$ cat config.mk
export PLATFORM = sky130hd
export DESIGN_NAME = btn_conditioner
export DESIGN_NICKNAME = d
export VERILOG_FILES = /design/src/rtl/btn_pkg.sv /design/src/rtl/btn_channel.sv /design/src/rtl/btn_conditioner.sv
export SDC_FILE = /design/constraint.sdc
export NUM_CORES = 1
export LEC_CHECK = 0
export ABC_AREA = 1
export ABC_CLOCK_PERIOD_IN_PS = 12100
export CORE_AREA = 2 2 181 183
export DETAILED_ROUTE_END_ITERATION = 16
export DIE_AREA = 0 0 183 185
export GPL_TIMING_DRIVEN = 0
export PLACE_DENSITY = 0.75
export REMOVE_ABC_BUFFERS = 1
export SLEW_MARGIN = 20
export SYNTH_ARGS = -nofsm -noshare
export SYNTH_HDL_FRONTEND = slang
export SYNTH_SLANG_ARGS = --single-unit
export TNS_END_PERCENT = 5
$ cat constraint.sdc
create_clock -name clk -period 12.1 [get_ports clk]
set_input_delay 1.815 -clock clk [delete_from_list [all_inputs] [get_ports clk]]
set_output_delay 1.815 -clock clk [all_outputs]
set_load 0.01 [all_outputs]
$ cat src/rtl/btn_pkg.sv
// Shared types and sizing helpers for the push-button conditioner.
package btn_pkg;

  typedef enum logic [1:0] {
    IDLE,
    PRESS_DB,
    PRESSED,
    RELEASE_DB
  } btn_state_t;

  // Bits needed to hold every value 0..max_val.
  function automatic int unsigned cnt_width(input int unsigned max_val);
    return (max_val < 1) ? 1 : $clog2(max_val + 1);
  endfunction

  function automatic int unsigned max_u(input int unsigned a, input int unsigned b);
    return (a > b) ? a : b;
  endfunction

endpackage

$ cat src/rtl/btn_channel.sv
// One button channel: synchroniser, debounce FSM, press/release pulses and
// an optional hold-to-repeat timer.
module btn_channel
  import btn_pkg::*;
#(
  parameter bit          ACTIVE_LOW      = 1'b1,
  parameter int unsigned SYNC_STAGES     = 2,
  parameter int unsigned DEBOUNCE_CYCLES = 250000,
  parameter bit          REPEAT_EN       = 1'b1,
  parameter int unsigned HOLD_CYCLES     = 25000000,
  parameter int unsigned REPEAT_CYCLES   = 5000000
) (
  input  logic clk,
  input  logic reset,
  input  logic btn,
  output logic level,
  output logic press_pulse,
  output logic release_pulse,
  output logic repeat_pulse
);

  localparam int unsigned CntW    = cnt_width(DEBOUNCE_CYCLES);
  localparam logic [CntW-1:0] CntLast = CntW'(DEBOUNCE_CYCLES - 1);

  logic [SYNC_STAGES-1:0] sync_q;
  logic                   act;

  always_ff @(posedge clk or posedge reset) begin
    if (reset) begin
      sync_q <= {SYNC_STAGES{ACTIVE_LOW}};
    end else begin
      sync_q <= {sync_q[SYNC_STAGES-2:0], btn};
    end
  end

  assign act = sync_q[SYNC_STAGES-1] ^ ACTIVE_LOW;

  btn_state_t      state_q, state_d;
  logic [CntW-1:0] cnt_q, cnt_d;
  logic            level_q, level_d;
  logic            press_q, press_d;
  logic            release_q, release_d;
  logic            hold_run, hold_clr;

  always_ff @(posedge clk or posedge reset) begin
    if (reset) begin
      state_q   <= IDLE;
      cnt_q     <= '0;
      level_q   <= 1'b0;
      press_q   <= 1'b0;
      release_q <= 1'b0;
    end else begin
      state_q   <= state_d;
      cnt_q     <= cnt_d;
      level_q   <= level_d;
      press_q   <= press_d;
      release_q <= release_d;
    end
  end

  always_comb begin
    state_d   = state_q;
    cnt_d     = cnt_q;
    level_d   = level_q;
    press_d   = 1'b0;
    release_d = 1'b0;
    hold_run  = 1'b0;
    hold_clr  = 1'b0;
    unique case (state_q)
      IDLE: begin
        if (act) begin
          if (DEBOUNCE_CYCLES == 1) begin
            state_d  = PRESSED;
            press_d  = 1'b1;
            level_d  = 1'b1;
            hold_clr = 1'b1;
            cnt_d    = '0;
          end else begin
            state_d = PRESS_DB;
            cnt_d   = CntW'(1);
          end
        end
      end
      PRESS_DB: begin
        if (!act) begin
          state_d = IDLE;
          cnt_d   = '0;
        end else if (cnt_q == CntLast) begin
          state_d  = PRESSED;
          press_d  = 1'b1;
          level_d  = 1'b1;
          hold_clr = 1'b1;
          cnt_d    = '0;
        end else if (cnt_q != '1) begin
          cnt_d = cnt_q + 1'b1;
        end
      end
      PRESSED: begin
        // Timer runs on every PRESSED cycle, including the one that leaves it.
        hold_run = 1'b1;
        if (!act) begin
          if (DEBOUNCE_CYCLES == 1) begin
            state_d   = IDLE;
            release_d = 1'b1;
            level_d   = 1'b0;
            hold_run  = 1'b0;
            hold_clr  = 1'b1;
            cnt_d     = '0;
          end else begin
            state_d = RELEASE_DB;
            cnt_d   = CntW'(1);
          end
        end
      end
      RELEASE_DB: begin
        if (act) begin
          state_d = PRESSED;
          cnt_d   = '0;
        end else if (cnt_q == CntLast) begin
          state_d   = IDLE;
          release_d = 1'b1;
          level_d   = 1'b0;
          hold_clr  = 1'b1;
          cnt_d     = '0;
        end else if (cnt_q != '1) begin
          cnt_d = cnt_q + 1'b1;
        end
      end
      default: begin
        state_d = IDLE;
        cnt_d   = '0;
      end
    endcase
  end

  assign level         = level_q;
  assign press_pulse   = press_q;
  assign release_pulse = release_q;

  if (REPEAT_EN) begin : g_repeat
    localparam int unsigned TmrW = cnt_width(max_u(HOLD_CYCLES, REPEAT_CYCLES));
    localparam logic [TmrW-1:0] HoldLast = TmrW'(HOLD_CYCLES - 1);
    localparam logic [TmrW-1:0] RepLast  = TmrW'(REPEAT_CYCLES - 1);

    logic [TmrW-1:0] tmr_q, tmr_d;
    logic            phase_q, phase_d;
    logic            rep_q, rep_d;

    always_ff @(posedge clk or posedge reset) begin
      if (reset) begin
        tmr_q   <= '0;
        phase_q <= 1'b0;
        rep_q   <= 1'b0;
      end else begin
        tmr_q   <= tmr_d;
        phase_q <= phase_d;
        rep_q   <= rep_d;
      end
    end

    // phase_q: 0 = waiting for the first repeat, 1 = periodic repeats.
    always_comb begin
      tmr_d   = tmr_q;
      phase_d = phase_q;
      rep_d   = 1'b0;
      if (hold_clr) begin
        tmr_d   = '0;
        phase_d = 1'b0;
      end else if (hold_run) begin
        if (tmr_q == (phase_q ? RepLast : HoldLast)) begin
          rep_d   = 1'b1;
          phase_d = 1'b1;
          tmr_d   = '0;
        end else if (tmr_q != '1) begin
          tmr_d = tmr_q + 1'b1;
        end
      end
    end

    assign repeat_pulse = rep_q;
  end else begin : g_no_repeat
    assign repeat_pulse = 1'b0;
  end

endmodule

$ cat src/rtl/btn_conditioner.sv
// Multi-channel push-button front end: N_BTN independent debounced channels.
module btn_conditioner
  import btn_pkg::*;
#(
  parameter int unsigned N_BTN           = 4,
  parameter bit          ACTIVE_LOW      = 1'b1,
  parameter int unsigned SYNC_STAGES     = 2,
  parameter int unsigned DEBOUNCE_CYCLES = 250000,
  parameter bit          REPEAT_EN       = 1'b1,
  parameter int unsigned HOLD_CYCLES     = 25000000,
  parameter int unsigned REPEAT_CYCLES   = 5000000
) (
  input  logic             clk,
  input  logic             reset,
  input  logic [N_BTN-1:0] btn_in,
  output logic [N_BTN-1:0] level,
  output logic [N_BTN-1:0] press_pulse,
  output logic [N_BTN-1:0] release_pulse,
  output logic [N_BTN-1:0] repeat_pulse,
  output logic             any_press
);

  for (genvar i = 0; i < N_BTN; i++) begin : g_ch
    btn_channel #(
      .ACTIVE_LOW      (ACTIVE_LOW),
      .SYNC_STAGES     (SYNC_STAGES),
      .DEBOUNCE_CYCLES (DEBOUNCE_CYCLES),
      .REPEAT_EN       (REPEAT_EN),
      .HOLD_CYCLES     (HOLD_CYCLES),
      .REPEAT_CYCLES   (REPEAT_CYCLES)
    ) u_ch (
      .clk           (clk),
      .reset         (reset),
      .btn           (btn_in[i]),
      .level         (level[i]),
      .press_pulse   (press_pulse[i]),
      .release_pulse (release_pulse[i]),
      .repeat_pulse  (repeat_pulse[i])
    );
  end

  // OR of registered pulses, so it carries the same one-cycle timing.
  assign any_press = |press_pulse;

endmodule

[Word level (Yosys, flattened, before mapping)]
Index checks and enable logic that the tools add are counted.
Word-level totals
  register bits: 208
  output and inout bits: 17
  word-level logic and storage cells: 293
Operators by class
  add/subtract/negate cells: 8
  equality and inequality tests: 60
  multiplexer cells: 148
  reduce and logical (&&, ||, !) cells: 41
Operators with widths (number)
  $mux 25: 20
  $mux 18: 24
  $pmux 18 s4: 4
  $add 25x1->25 const B: 4
  $eq 25x25->1: 4
  $ne 25x25->1 const B: 4
  $add 18x1->18 const B: 4
  $eq 18x18->1 const B: 4
  $ne 18x18->1 const B: 4
  $mux 1: 64
  $mux 2: 24
  $ne 2x1->1 const B: 16
  $pmux 2 s4: 4
  $reduce_and 2->1: 12
  $reduce_bool 2->1: 12
  $reduce_and 5->1: 4
  $eq 2x2->1 const B: 8
  $ne 2x2->1 const B: 8
  $pmux 1 s2: 8
  $reduce_and 4->1: 4
  $ne 3x1->1 const B: 4
  $ne 3x3->1 const B: 4
  $reduce_bool 3->1: 4
  $eq 2x1->1 const B: 4
  2 further kinds: 5

[Logic depth before layout (Yosys ltp)]
Gate-level depths: netlist (run 1).
  word-level depth: 6
  depth in mapped cells: 14

[Modules after synthesis]
A second synthesis (run 1) with hierarchy kept.
Unflattened totals
  cells, all modules: 2258
  area, all modules: 14547.7 µm²
Modules (own cells, without submodules)
  btn_channel at g_ch[0].u_ch ...: times used 3, cells each 564, area an instance 3582.2 µm², seq. area each 1303.8 µm²
  btn_channel at g_ch[3].u_ch: times used 1, cells each 563, area an instance 3789.9 µm², seq. area each 1303.8 µm²
  btn_conditioner: times used 1, cells each 3, area an instance 11.3 µm², seq. area each 0.0 µm²

[Worst setup path before layout (run 1)]
No wires, ideal clock.
  kind: register to output
  start: reg g_ch[1].u_ch.press_q
  end: out any_press
  arrival: 0.919 ns
  required time: 10.285 ns
  setup slack: 9.366 ns
  stages on the path, launching flop included: 2
  path buffers: 0
  cell sequence: dfrtp_1 -> or4_1
On the way
  cells in the longest elaborated chain, start to end: 1
RTL lines
  from (decl): RTL line btn_channel.sv:41  | logic press_q, press_d;
  from (signal assigned): RTL line btn_channel.sv:56  | press_q <= press_d;
  $reduce_or 4->1: RTL line btn_conditioner.sv:43  | assign any_press = |press_pulse;
  to (decl): RTL line btn_conditioner.sv:20  | output logic any_press
Every way passes these cells.

[Worst setup path after layout (run 1)]
  start: reg g_ch[3].u_ch.press_q
  end: out any_press
On the way
  cells in the longest elaborated chain, start to end: 1
RTL lines (RTL line)
  from (decl): btn_channel.sv:41
  from (signal assigned): btn_channel.sv:56
  $reduce_or 4->1: btn_conditioner.sv:43
Every way passes these cells.

==> results of run 1 <==
==> cell type report <==
cell class	instances	share of cell area (%)
clock buffers	31	4.20
clock inverters	19	1.23
inverters	302	6.78
multi-input cells	1811	52.3
flip-flops and latches	208	30.8
well taps	408	3.02
repair buffers	24	1.63
==> power by group through the flow <==
stage	combinational, W	sequential, W	clock [W]
final	0.000202	0.000756	0.000823
after global routing	0.000228	0.000760	0.000871
after CTS	0.000205	0.000755	0.000840
after detailed placement	0.000205	0.000766	0
after global placement	0.000196	0.000767	0
after floorplan	0.000149	0.000758	0
==> kinds of logic (layout without fill, tap and decap cells) <==
family	after synthesis	after routing	share of synthesized area [%]
and+or+nand+nor	1606	1606	46.7
DFF	208	208	33.2
buffers and inverters	371	376	10.5
xor gates and xnor gates	69	69	3.85
adders and majority gates	8	8	0.637
AOI/OAI and AO/OA	128	128	5.12
==> critical path, stage by stage, from the launching register on <==
cell and delay, ns:
dfrtp_1 0.45, or4_1 0.48, clkdlybuf4s50_1 0.49
==> path summary, 6_finish.rpt <==
check	endpoint	start	slack, ns	cells after the start
min reg2reg	g_ch[2].u_ch.sync_q[1]	g_ch[2].u_ch.sync_q[0]	0.35	0
min	g_ch[2].u_ch.sync_q[1]	g_ch[2].u_ch.sync_q[0]	0.35	0
max in group asynchronous	g_ch[3].u_ch.sync_q[1]	reset	9.70	3
min in group asynchronous	g_ch[1].u_ch.g_repeat.tmr_q[18]	reset	1.64	2
max reg2reg	g_ch[1].u_ch.g_repeat.tmr_q[20]	g_ch[1].u_ch.cnt_q[0]	9.48	12
max	any_press	g_ch[3].u_ch.press_pulse	8.32	2
==> sequential cells by signal, summed over array words and instances, names as in the netlist, named ones only <==
signal and count:
g_ch.u_ch.g_repeat.tmr_q 100, g_ch.u_ch.cnt_q 72, g_ch.u_ch.sync_q 8, g_ch.u_ch.g_repeat.phase_q 4
g_ch.u_ch.level 4, g_ch.u_ch.press_pulse 4, g_ch.u_ch.release_pulse 4, g_ch.u_ch.repeat_pulse 4
g_ch.u_ch.state_q 4
==> cell usage in the layout (no fill, tap or decap), types with 5 or more instances in the layout <==
cell / Yosys / routed
a21oi_1: 25 / 25
clkbuf_16: 0 / 27
clkdlybuf4s50_1: 0 / 22
clkinvlp_4: 0 / 9
dfrtp_1: 200 / 200
dfstp_2: 8 / 8
ha_1: 8 / 8
inv_1: 273 / 272
inv_2: 25 / 25
nand2_1: 692 / 692
nand2_2: 19 / 19
nand2_4: 18 / 18
nand3_1: 294 / 294
nand3_2: 8 / 8
nand3b_1: 5 / 5
nand4_1: 80 / 80
nor2_1: 358 / 358
nor2_2: 23 / 23
nor2_4: 10 / 10
nor3_1: 66 / 66
nor3_2: 5 / 5
o211ai_1: 21 / 21
o21ai_0: 40 / 40
o21ai_1: 9 / 9
o21ai_2: 16 / 16
or2_2: 5 / 5
xnor2_1: 12 / 12
xor2_1: 57 / 57
==> metal layers <==
metal | vias up | part of all wire (%) | GRT usage (%)
met5 | - | 0 | 0
met4 | 0 | 2.5 | 7.49
met3 | 64 | 5.0 | 2.36
met2 | 407 | 47 | 40.7
met1 | 6963 | 45 | 31.3
li1 | 7589 | - | -
==> metrics by stage <==
| stage | setup WS [ns] | std cells | hold slack (ns) |
|---|---|---|---|
| 2_1_floorplan | 4.62 | 2321 | 0.345 |
| 5_1_grt | 8.23 | 2803 | 0.356 |
| 3_3_place_gp | 1.71 | 2751 | 0.346 |
| 3_5_place_dp | 8.88 | 2753 | 0.347 |
| 6_report | 8.32 | 2803 | 0.350 |
| 4_1_cts | 8.28 | 2803 | 0.351 |
==> flow_summary_export.csv, run 1 <==
group,metric,value,unit
power,finalPower,0.00178,W
power,seqPwrFrac,42.4,%
worst_setup_path,worstPathMaxFanout,2,
clock_tree,clk_pin_slew,0.06,ns
logic_synthesis,synthArstFlopShare,100,%
clock_tree,clk_latency,0.55,ns
grt,grt_first_pass_wirelength,67.2,mm
worst_setup_path,arrival,1.97,ns
clock_tree,cts_setup_buffers,0,
timing,period_share,31.2,%
die,die-height,185,µm
grt,grt_max_degree,95,
logic_synthesis,synthFlopType,"dfrtp_1",
logic_synthesis,synth_edf_count,0,
grt,overflow,0,
routing,postRouteWirelength,39.5,mm
timing,hold_violations,0,
die,die_area,33900,µm²
grt,grt_antenna_before_repair,0,
worst_setup_path,crit_type,"register to output pin",
placement,dpl.hpwl,29.0,mm
timing,fin_crit,3.78,ns
logic_synthesis,postSynthCellCount,2390,
placement,dpl_cell_area,16000,µm²
power,p_leak,8.05,nW
logic_synthesis,ys_top_cells_by_count,"nand2_1, nor2_1, nand3_1",
die,initial_utilization,49.0,%
finish,final_util,52.8,%
clock_tree,cts.sinks,208,
finish,register_area,5220,µm²
min_path,worst_hold_path_type,"register to register",
job,cap_violations,0,
routing,firstDrtPassIters,5,
finish,final_area,16900,µm²
logic_synthesis,syn_area_per_cell,6.57,µm²
placement,place.gp.congestion,0.960,
grt,grt_use_total,23.6,%
finish,layout-drive-gt1-share,8.60,%
finish,syn_to_final_growth,7.66,%
timing,slew_violations,0,
clock_tree,cts_buffers,27,
routing,num_vias,15000,
clock_tree,clock_path_buffers,3,
routing,antenna_left,0,
timing,fin_skew,0.0249,ns
logic_synthesis,netlist_area,15700,µm²
routing,wl_per_cell,14.1,µm
clock_tree,htree_levels,1,
power,peakVddDrop,0.0000994,V
die,io_pins,23,
grt,grt_pass1_vias,14000,
timing,rsz0062_at_grt,"no",
clock_tree,cts_root_buffer,"clkbuf_16",
placement,io_buffers,22,
finish,fillCellCount,3151,
timing,tightest_slew,0.600,ns
power,power_frac_clock,46.2,%
power,p_per_area,105,nW/µm²
die,num_rows,66,
logic_synthesis,seq_area_frac_synth,33.2,%
logic_synthesis,ys_seq_elements,208,
clock_tree,cts_hold_buf,0,
timing,fmax,265,MHz
logic_synthesis,yosysTopAreaCell,"dfrtp_1",
logic_synthesis,synthTopCellsByArea,"dfrtp_1, nand2_1, nand3_1",
logic_synthesis,synth_warnings,0,
power,p_int,0.00126,W
outcome,status,"finished, final reports clean",
worst_setup_path,crit_path_start_kind,"register",
routing,vias_per_cell,5.36,
routing,drc,0,
clock_tree,ctsResizeCount,0,
finish,nets,2388,
logic_synthesis,yosysTopAreaCellShare,31.9,%
power,power.switching,0.000518,W
logic_synthesis,synth.distinct_cells,55,
power,swShare,29.1,%
finish,insertedDiodeCount,0,
worst_setup_path,critPathCaptureType,"output pin",
power,p_comb_share,11.3,%
timing,relSlewSlack,59.9,%
die,core,32000,µm²
logic_synthesis,synth_most_common_cell,"nand2_1",
worst_setup_path,cp.required,10.28,ns
timing,tns,0,ns
clock_tree,cts_tree,"done",
finish,multi_input_area,8850,µm²
routing,drt-initial-drc-count,1243,
die,die_w,183,µm
timing,setup_viol,0,
No activity file was read; power rests on OpenSTA's default activity.
==> run 2, diff against run 1 <==
--- a/config.mk
+++ b/config.mk
@@ -6,7 +6,7 @@
 export NUM_CORES = 1
 export LEC_CHECK = 0
 export ABC_AREA = 1
-export ABC_CLOCK_PERIOD_IN_PS = 12100
+export ABC_CLOCK_PERIOD_IN_PS = 3900
 export CORE_AREA = 2 2 181 183
 export DETAILED_ROUTE_END_ITERATION = 16
 export DIE_AREA = 0 0 183 185
==> constraint.sdc (replaced) <==
create_clock -name clk -period 3.9 [get_ports clk]
set_input_delay 0.585 -clock clk [delete_from_list [all_inputs] [get_ports clk]]
set_output_delay 0.585 -clock clk [all_outputs]
set_load 0.01 [all_outputs]
==> results of run 2 <==
The final DEF is identical to that of run 1. Status: finished, final reports clean.
Among the figures that moved: setup slack after placement 8.88 ns -> 1.29 ns; setup slack after layout 8.32 ns -> 1.28 ns; start point of the critical path g_ch[3].u_ch.press_pulse -> g_ch[1].u_ch.cnt_q[0]; end point of the critical path any_press -> g_ch[1].u_ch.g_repeat.tmr_q[20]; register-to-register setup slack 9.48 ns -> 1.28 ns; total power 0.00178 W -> 0.00552 W; worst IR drop on VDD 0.0000994 V -> 0.000308 V
